`src/rtl/layer_compositor_m.sv`:
```
// layer_compositor_m: per-pixel priority compositor for the video path.
// Picks the lowest-numbered opaque, enabled layer, or the backdrop colour
// when none qualifies, and blanks outside active video. Control registers
// (layer mask, backdrop, optional colour key) are written into a pending
// set and copied to the active set on vsync start, so a frame never tears.
// Sync signals travel through the same delay line as the colour.
//
// Optional feature: define COMPOSITOR_COLOR_KEY_EN to build the colour key
// (address CTRL_BASE+2). Without it that address is ignored.
//
// Ports:
//   clk          pixel clock
//   rst          synchronous active-high reset
//   layer_rgb    LAYERS packed pixels, layer i at [i*3*CBITS +: 3*CBITS]
//   layer_valid  per-layer opaque flag
//   visible      active video for this pixel
//   hsync_in     horizontal sync, active-low
//   vsync_in     vertical sync, active-low
//   wr_en        control register write strobe
//   address      control register write address
//   data         control register write data
//   r, g, b      composited colour, LATENCY cycles after input
//   hsync, vsync syncs delayed by LATENCY
module layer_compositor_m #(
  parameter int unsigned LAYERS          = 2,
  parameter int unsigned CBITS           = 2,
  parameter int unsigned LATENCY         = 1,
  parameter int unsigned CTRL_BASE       = 0,
  parameter int unsigned VRAM_ADDR_WIDTH = 16
) (
  input  logic                         clk,
  input  logic                         rst,
  input  logic [LAYERS*3*CBITS-1:0]    layer_rgb,
  input  logic [LAYERS-1:0]            layer_valid,
  input  logic                         visible,
  input  logic                         hsync_in,
  input  logic                         vsync_in,
  input  logic                         wr_en,
  input  logic [VRAM_ADDR_WIDTH-1:0]   address,
  input  logic [7:0]                   data,
  output logic [CBITS-1:0]             r,
  output logic [CBITS-1:0]             g,
  output logic [CBITS-1:0]             b,
  output logic                         hsync,
  output logic                         vsync
);

  localparam int unsigned PW     = 3 * CBITS;
  localparam int unsigned SW     = PW + 2;
  localparam int unsigned PIPE_W = LATENCY * SW;

  localparam logic [VRAM_ADDR_WIDTH-1:0] ADDR_MASK = VRAM_ADDR_WIDTH'(CTRL_BASE);
  localparam logic [VRAM_ADDR_WIDTH-1:0] ADDR_BACK = VRAM_ADDR_WIDTH'(CTRL_BASE + 1);
`ifdef COMPOSITOR_COLOR_KEY_EN
  localparam logic [VRAM_ADDR_WIDTH-1:0] ADDR_KEY  = VRAM_ADDR_WIDTH'(CTRL_BASE + 2);
`endif

  // One pipeline stage: {rgb, hsync, vsync}; reset is black with syncs idle.
  localparam logic [SW-1:0] STAGE_RST = {PW'(0), 2'b11};

  logic [LAYERS-1:0] mask_p_q, mask_p_d, mask_a_q, mask_a_d;
  logic [PW-1:0]     back_p_q, back_p_d, back_a_q, back_a_d;
`ifdef COMPOSITOR_COLOR_KEY_EN
  logic [PW-1:0]     key_p_q, key_p_d, key_a_q, key_a_d;
`endif
  logic              vs_prev_q;
  logic              vs_start;
  logic [LAYERS-1:0] eff;
  logic [PW-1:0]     sel_rgb;
  logic [PIPE_W-1:0] stage_q, stage_d;
  logic [SW-1:0]     out_stage;

  // Data bits above the widest register field carry no meaning.
  logic unused_data;
  assign unused_data = ^data;

  assign vs_start = ~vsync_in & vs_prev_q;

  // Pending writes and frame-boundary copy. The active "_d" values are also
  // what the select logic uses, so the vsync-start pixel sees the new set.
  always_comb begin : ctrl_next
    mask_p_d = mask_p_q;
    back_p_d = back_p_q;
`ifdef COMPOSITOR_COLOR_KEY_EN
    key_p_d  = key_p_q;
`endif
    if (wr_en) begin
      if (address == ADDR_MASK) mask_p_d = data[LAYERS-1:0];
      if (address == ADDR_BACK) back_p_d = data[PW-1:0];
`ifdef COMPOSITOR_COLOR_KEY_EN
      if (address == ADDR_KEY)  key_p_d  = data[PW-1:0];
`endif
    end
    mask_a_d = vs_start ? mask_p_q : mask_a_q;
    back_a_d = vs_start ? back_p_q : back_a_q;
`ifdef COMPOSITOR_COLOR_KEY_EN
    key_a_d  = vs_start ? key_p_q  : key_a_q;
`endif
  end

  // Priority select: scan from the lowest priority up so layer 0 wins last.
  always_comb begin : pixel_select
    eff = '0;
    for (int i = 0; i < int'(LAYERS); i++) begin
`ifdef COMPOSITOR_COLOR_KEY_EN
      eff[i] = layer_valid[i] & mask_a_d[i] & (layer_rgb[i*PW +: PW] != key_a_d);
`else
      eff[i] = layer_valid[i] & mask_a_d[i];
`endif
    end
    sel_rgb = back_a_d;
    for (int i = int'(LAYERS) - 1; i >= 0; i--) begin
      if (eff[i]) sel_rgb = layer_rgb[i*PW +: PW];
    end
    if (!visible) sel_rgb = '0;
  end

  // Delay line: stage 1 in the low slice, output stage in the high slice.
  assign stage_d = PIPE_W'({stage_q, sel_rgb, hsync_in, vsync_in});

  always_ff @(posedge clk) begin : regs
    if (rst) begin
      mask_p_q  <= '1;
      mask_a_q  <= '1;
      back_p_q  <= '0;
      back_a_q  <= '0;
`ifdef COMPOSITOR_COLOR_KEY_EN
      key_p_q   <= '1;
      key_a_q   <= '1;
`endif
      vs_prev_q <= 1'b1;
      stage_q   <= {LATENCY{STAGE_RST}};
    end else begin
      mask_p_q  <= mask_p_d;
      mask_a_q  <= mask_a_d;
      back_p_q  <= back_p_d;
      back_a_q  <= back_a_d;
`ifdef COMPOSITOR_COLOR_KEY_EN
      key_p_q   <= key_p_d;
      key_a_q   <= key_a_d;
`endif
      vs_prev_q <= vsync_in;
      stage_q   <= stage_d;
    end
  end

  assign out_stage = stage_q[PIPE_W-1 -: SW];
  assign r     = out_stage[2+2*CBITS +: CBITS];
  assign g     = out_stage[2+CBITS +: CBITS];
  assign b     = out_stage[2 +: CBITS];
  assign hsync = out_stage[1];
  assign vsync = out_stage[0];

endmodule

```
`config.mk`:
```
export PLATFORM = sky130hd
export DESIGN_NAME = layer_compositor_m
export DESIGN_NICKNAME = d
export VERILOG_FILES = /design/src/rtl/layer_compositor_m.sv
export SDC_FILE = /design/constraint.sdc
export NUM_CORES = 1
export LEC_CHECK = 0
export ABC_AREA = 1
export CORE_MARGIN = 8
export CORE_UTILIZATION = 41
export DETAILED_ROUTE_END_ITERATION = 6
export PLACE_DENSITY = 0.75
export SETUP_SLACK_MARGIN = 0.5
export SLEW_MARGIN = 15
export SYNTH_ARGS = -nofsm -noshare
export SYNTH_HDL_FRONTEND = slang
export SYNTH_SLANG_ARGS = --single-unit
```
`constraint.sdc`:
```
create_clock -name clk -period 1.65 [get_ports clk]
set_clock_uncertainty 0.15 [all_clocks]
set_input_delay 0.33 -clock clk [delete_from_list [all_inputs] [get_ports clk]]
set_output_delay 0.33 -clock clk [all_outputs]
set_load 0.03 [all_outputs]
```
# --- Word level (Yosys, flattened, before mapping) ---
# Index checks and enable logic that the tools add are counted.
word_totals:
  wordCells: 21
  mem_count: 0
  rom_bits: 0
  inputBits: 44
  ram_bits: 0
  reg_bits: 25
  out_inout_bits: 8
  latch_bits: 0
classes:
  div: 0
  n_bitwise: 5
  shift: 0
  n_addsub: 0
  mux: 4
  reduce_logical: 4
  n_eq_ne: 1
  order_cmp: 0
  mul: 0
ops:
  columns: ["operator", "n"]
  rows:
  - ["two-way mux 6 bit", 3]
  - ["equality test 16 x 1 -> 1 bit (second input constant)", 1]
  - ["zero test 16 bit", 1]
  - ["AND reduction 2 bit", 2]
  - ["bitwise AND 1 bit", 3]
  - ["two-way mux 2 bit", 1]
  - ["NOT 1 bit", 2]
  - ["OR reduction 2 bit", 1]

# --- Logic depth before layout (Yosys ltp) ---
# Gate-level depths: netlist of the first run.
logic_depth:
  ltp_word: 6
  ltp_mapped: 9
  ltp_nobuf: 9

# --- Least setup slack after synthesis of the first run ---
# No wires, ideal clock.
synth_path:
  kind: "register to register"
  startpoint: "register, netlist name out_stage[0]"
  endpoint: "register stage_q[2], in the netlist out_stage[2]"
  period_less_slack_ns: 1.446
  t_required_ns: 1.391
  arrival_ns: 1.187
  setup_ns: 0.109
  path_stages_with_launch: 8
  path_buffers: 0
  path_slack_ns: 0.204
  path_cell_list: "dfxtp_1 > nand3_1 > nand2_1 > nand2_1 > nand2_1 > nand3_1 > nand2_1 > inv_1"
synth_lines:
  columns: ["item", "line_no", "source"]
  rows:
  - ["end signal, assigned", "132", "stage_q <= {LATENCY{STAGE_RST}};"]
  - ["end signal, assigned", "143", "stage_q <= stage_d;"]
  - ["end, declared", "70", "logic [PIPE_W-1:0] stage_q, stage_d;"]

# --- Worst setup path in the final report of the first run ---
layout_path:
  startpoint: "register stage_q[0], in the netlist out_stage[0]"
  endpoint: "output vsync"
layout_lines:
  columns: ["item", "line_no", "source"]
  rows:
  - ["end, declared", "45", "output logic vsync"]
# No word-level cell between the ends.

==> metrics.txt, run 1 <==
Reg clk slew, reported paths=130 ps; Layout area overhead=75.5%; HP Class=primary input to register; Post-DP Area=1770 um2; max_cap viols=0; fin crit period=1340 ps; die area=4760 um2; CTS Buf Count=3; die span in x=69.0 um; Synthesis Warnings=0; hold slack=319 ps; total grt overflow=0; cell breakdown of the critical path=buf_4; part of the cycle the worst path needs=81.4%; initial DRC count=48; first-pass GRT wire length=5620 um; Ports=52; crit path DAT=860 ps; post-route cell area=2020 um2; residual DRC count=0; Die Y=69.0 um; initial antenna violation count=0; dpl cells=253; Power Density=582 nW/um2; Seq. cell area=493 um2; Post-Syn Area=1150 um2; via count=1242; # diodes=0; worst-margin pin slew=301 ps; max incr delay on CP=380 ps; post-DR wirelength/cell=13.1 um; share of post-route cells with drive strength above 1=44.2%; Buf+Inv Stages, Crit Path=1; worst vdd ir=596 uV; highest metal layer with signal wires=met4; CTS tree=built; IO buf count=49; All-Layer GR Usage=15.7%; CTS root buffer=clkbuf_4; final hold vios=0; fin. max-slew vios=0; synthesized flop and latch total=24; Crit path max-delay family=flip-flops; Critical Path Source Type=register; multi-input logic area=807 um2; clk buf depth=2; FMAX=744 MHz; Post-Syn Instances=172; wire length on met3=117 um; NumNets Final=276; first-pass iteration count of the detailed router=4; number of global-route vias before repair=1278; Final Util=74.6%; CP max stage cell=dfxtp_4; internal reg-to-reg setup slack=310 ps; DP HPWL=2480 um; setup violators final=0; number of clock sinks=24; worst-path fanout max=3; Mapped Nets=216; final std cells w/o fill=262; largest net degree at the start of global routing=14; number of vias per cell=4.74; core area=2710 um2; post-cts hold buffer count=0; outcome=complete, no violations; antenna viol nets, final=0; CP Capture Type=output port; overall power=1180 uW; DR WL met2=1950 um; number of H-tree levels=1; leakage dissipation=0.000934 uW; post-synthesis cell type count=18; sequential fraction of the synthesis area=41.7%; Post-Syn Area per Cell=6.69 um2; Routed WL=3440 um; fill cell count=203; Clk Latency, worst-skew pair=320 ps; Met1 Wirelength=1270 um; WP data required=1170 ps; slew margin rel.=79.8%; most common cell after layout, fill and taps aside=nand2_1; Starting Density=42.5%; most frequent cells in the layout=26 x nand2_1, 24 x nor2_1, 23 x clkdlybuf4s50_1; gpl congestion=0.765; # rows=19; RSZ-0062 raised after global routing=yes; CP Class=register to output port
## where the power goes
part           switching, uW  total (uW)  internal (uW)
sequential              8.45         602            594
clock                    173         268           94.6
combinational            148         306            158
total                    330        1180            846
## through the flow
stage	setup WS, ps	TNS [ps]
6_report	306	0
4_1_cts	308	0
2_1_floorplan	358	0
3_3_place_gp	-157	-1350
3_5_place_dp	-193	-1700
5_1_grt	248	0
## routing by layer
layer	GRT usage [%]	vias up
li1	-	645
met1	17.1	562
met2	28.3	24
met3	3.55	11
met4	7.02	0
met5	0	-
## final cells by class
type                    instances  share of cell area, %
multi-input cells             116                   39.9
inverters                      29                   5.63
repair buffers                 58                   26.8
clock buffers                   4                   1.30
flip-flops and latches         24                   24.4
well taps                      31                   1.92
## worst paths after layout
| kind | start | cells past startpoint | end |
|---|---|---|---|
| min | address[3] | 5 | mask_p_q[1]$_SDFFE_PP1P_ |
| min reg2reg | mask_p_q[1]$_SDFFE_PP1P_ | 2 | mask_p_q[1]$_SDFFE_PP1P_ |
| max | out_stage[0]$_SDFF_PP1_ | 1 | vsync |
| max reg2reg | out_stage[0]$_SDFF_PP1_ | 9 | out_stage[5]$_SDFF_PP0_ |
## synth_stat cells
master	count	area, um2
buf_4	1	7.51
or2_4	1	8.76
nand2_2	5	31.3
buf_2	1	5.00
inv_1	15	56.3
or2_1	2	12.5
nor2_1	27	101
nand3_1	19	95.1
o21ai_1	6	30.0
nand2_1	44	165
dfxtp_1	24	480
nor2_4	2	22.5
inv_2	14	52.6
nand3b_1	6	45.0
buf_6	1	11.3
nand4_1	2	12.5
clkbuf_1	1	3.75
nand3_2	1	10.0
## tightest hold or removal path, delay by kind of cell
kind | cells | cell delay [ps]
AND/OR/NAND/NOR | 4 | 350
buffers and inverters | 1 | 60
## state kept, by name, summed over array words and instances, names as in the netlist
register / flops
back_a_q: 6
mask_p_q: 2
back_p_q: 6
out_stage: 8
mask_a_q: 2
## repair_timing
item,4_1_cts,5_1_grt
pin swaps,30,21
setup buffers,3,0
gates resized for setup,137,27
cloned,2,0
endpoints found under the setup margin,28,28
## kinds of logic (layout without fill, tap and decap cells)
logic type	after synthesis	count (layout)	synth area share, %
buffers and inverters	33	91	11.8
AOI/OAI and AO/OA	6	6	2.61
DFF	24	24	41.7
and+or+nand+nor	109	110	43.8
Power figures use the tool's default switching activity.
==> run 2, diff against run 1 <==
--- a/config.mk
+++ b/config.mk
@@ -7,9 +7,9 @@
 export LEC_CHECK = 0
 export ABC_AREA = 1
 export CORE_MARGIN = 8
-export CORE_UTILIZATION = 41
+export CORE_UTILIZATION = 37
 export DETAILED_ROUTE_END_ITERATION = 6
-export PLACE_DENSITY = 0.75
+export PLACE_DENSITY = 0.71
 export SETUP_SLACK_MARGIN = 0.5
 export SLEW_MARGIN = 15
 export SYNTH_ARGS = -nofsm -noshare
==> constraint.sdc (replaced) <==
create_clock -name clk -period 1.08 [get_ports clk]
set_clock_uncertainty 0.15 [all_clocks]
set_input_delay 0.216 -clock clk [delete_from_list [all_inputs] [get_ports clk]]
set_output_delay 0.216 -clock clk [all_outputs]
set_load 0.03 [all_outputs]
==> run 2 against run 1 <==
  * The flow now finishes with violations (setup timing)
  * Sequential share of layout area rose by 0.32 points
  * Die area rose by 8.3%
  * Sequential power up 51%
  * Combinational power is 52% higher
  * Non-clock buffer count rose by 4
  * Final area up 2.2%
  * Via count shrank 1.2%
  * Core utilization shrank 5.8 points
  * Register-to-register slack got worse by 490 ps
  * Global-route usage down 2.5 points
  * Worst setup slack got worse by 490 ps
  * Largest cell class unchanged
==> metrics.txt, run 2 (synthesized netlist as in run 1, its figures left out) <==
NumNets Final=280 (+1.4%); overall power=1850 uW (+57%); RSZ-0062 raised after global routing=yes; CP Class=register to register; fin. max-slew vios=0 (unchanged); cell breakdown of the critical path=nand2_8 > clkbuf_16 > o21ai_2 > nand2_2 > nand3_1 > nand2_1 > inv_1; # diodes=0 (unchanged); dpl cells=258 (+2.0%); fin crit period=1270 ps; number of vias per cell=4.58 (-3.4%); most frequent cells in the layout=25 x nand2_1, 21 x clkdlybuf4s50_1, 19 x buf_6; Die Y=71.8 um (+4.0%); Final Util=68.8% (-5.8 points); number of H-tree levels=1 (unchanged); die area=5150 um2 (+8.3%); slew margin rel.=76.3% (-3.5 points); residual DRC count=0 (unchanged); gpl congestion=0.818 (+7.0%); antenna viol nets, final=0 (unchanged); post-DR wirelength/cell=12.8 um (-2.4%); Ports=52 (unchanged); total grt overflow=0 (unchanged); part of the cycle the worst path needs=117%; Layout area overhead=79.5%; core area=3000 um2 (+11%); initial DRC count=32 (-33%); worst vdd ir=545 uV (-8.4%); outcome=complete, but fails checks; initial antenna violation count=0 (unchanged); final std cells w/o fill=268 (+2.3%); Post-DP Area=1780 um2 (+0.50%); max_cap viols=0 (unchanged); DP HPWL=2520 um (+1.7%); setup violators final=20 (+20); Place WS=-671 ps (-478 ps); Critical Path Source Type=register; CP max stage cell=dfxtp_4; Reg clk slew, reported paths=130 ps (about the same); final worst-path setup slack=-188 ps (-494 ps); Crit path max-delay family=flip-flops; share of post-route cells with drive strength above 1=49.8% (+5.6 points); IO buf count=49 (unchanged); largest net degree at the start of global routing=14 (unchanged); first-pass iteration count of the detailed router=4 (unchanged); clk buf depth=2 (unchanged); r2r worst-path depth=7 (-2); number of clock sinks=24 (unchanged); max reg flops=8 (unchanged); worst-path fanout max=6 (+3); first-pass GRT wire length=5470 um (-2.6%); via count=1227 (-1.2%); CTS root buffer=clkbuf_4; failing checks=setup timing; max incr delay on CP=420 ps (+40 ps); Starting Density=38.3% (-4.1 points); Buf+Inv Stages, Crit Path=2 (+1); worst-margin pin slew=354 ps (+52.8 ps); CP Capture Type=register; die span in x=71.8 um (+4.0%); FMAX=789 MHz; crit path DAT=1390 ps (+530 ps); All-Layer GR Usage=13.3% (-2.5 points); post-route cell area=2070 um2 (+2.2%); final hold vios=0 (unchanged); number of global-route vias before repair=1236 (-3.3%); most common cell after layout, fill and taps aside=nand2_1; Worst path depth=7 (+6); # rows=20 (+1); leakage dissipation=0.000950 uW (+1.7%); CTS Buf Count=3 (unchanged); Power Density=893 nW/um2 (+54%); CTS tree=built; Clk Latency, worst-skew pair=320 ps (about the same); Hold Path Cell Cnt=3 (-2); Routed WL=3440 um (-0.15%); HP Class=primary input to register; WP data required=1200 ps (+30 ps)
[run 2: metal layers]
metal  track usage [%]  part of all wire [%]  vias up
met3              2.79                   2.4        6
met5                 0                     0        -
met1              14.2                    40      545
met4              6.58                   2.4        0
li1                  -                     -      655
met2              23.9                    55       21
[run 2: tightest hold or removal path: cells and delay by family]
kind	cells	cell delay [ps]
and+or+nand+nor	1	50
buffers and inverters	2	190
[run 2: repair_timing]
| action | 4_1_cts | 5_1_grt |
|---|---|---|
| buffers inserted | 3 | 1 |
| gates resized for setup | 86 | 38 |
| pin swaps | 30 | 34 |
| hold buffers | 0 | 0 |
| setup endpoints to repair | 32 | 31 |
| cloned | 1 | 1 |
[run 2: report_power, final]
group	switching, uW	leakage [uW]	internal [uW]
registers	13.4	0.000200	896
logic	216	0.000729	249
clock network	264	0.0000210	206
[run 2: path summary, 6_finish.rpt]
path / start / to / slack (ps)
setup / recovery: out_stage[0]$_SDFF_PP1_ / out_stage[4]$_SDFF_PP0_ / -190
hold / removal: rst / back_a_q[4]$_SDFF_PP0_ / 20
setup reg to reg: out_stage[0]$_SDFF_PP1_ / out_stage[4]$_SDFF_PP0_ / -190
hold reg to reg: mask_a_q[0]$_SDFF_PP1_ / mask_a_q[0]$_SDFF_PP1_ / 350
[run 2: metrics by stage]
step	hold WS, ps	setup TNS, ps
final	19.3	-1990
after global routing	17.4	-3170
after CTS	15.6	-1750
after detailed placement	326	-11120
after global placement	302	-10500
after floorplan	165	-1170
[run 2: cell type report]
| class | instances | area (um2) |
|---|---|---|
| clock buffer | 4 | 36.3 |
| inverter | 29 | 116 |
| tap | 33 | 41.3 |
| multi-input combinational | 116 | 766 |
| sequential | 24 | 510 |
| timing repair buffer | 62 | 596 |
| fill | 237 | 937 |
==> run 3, diff against run 2 <==
--- a/config.mk
+++ b/config.mk
@@ -6,6 +6,7 @@
 export NUM_CORES = 1
 export LEC_CHECK = 0
 export ABC_AREA = 1
+export CAP_MARGIN = 20
 export CORE_MARGIN = 8
 export CORE_UTILIZATION = 37
 export DETAILED_ROUTE_END_ITERATION = 6
==> results of run 3 <==
Final layout, timing and power as in run 2 (identical DEF).
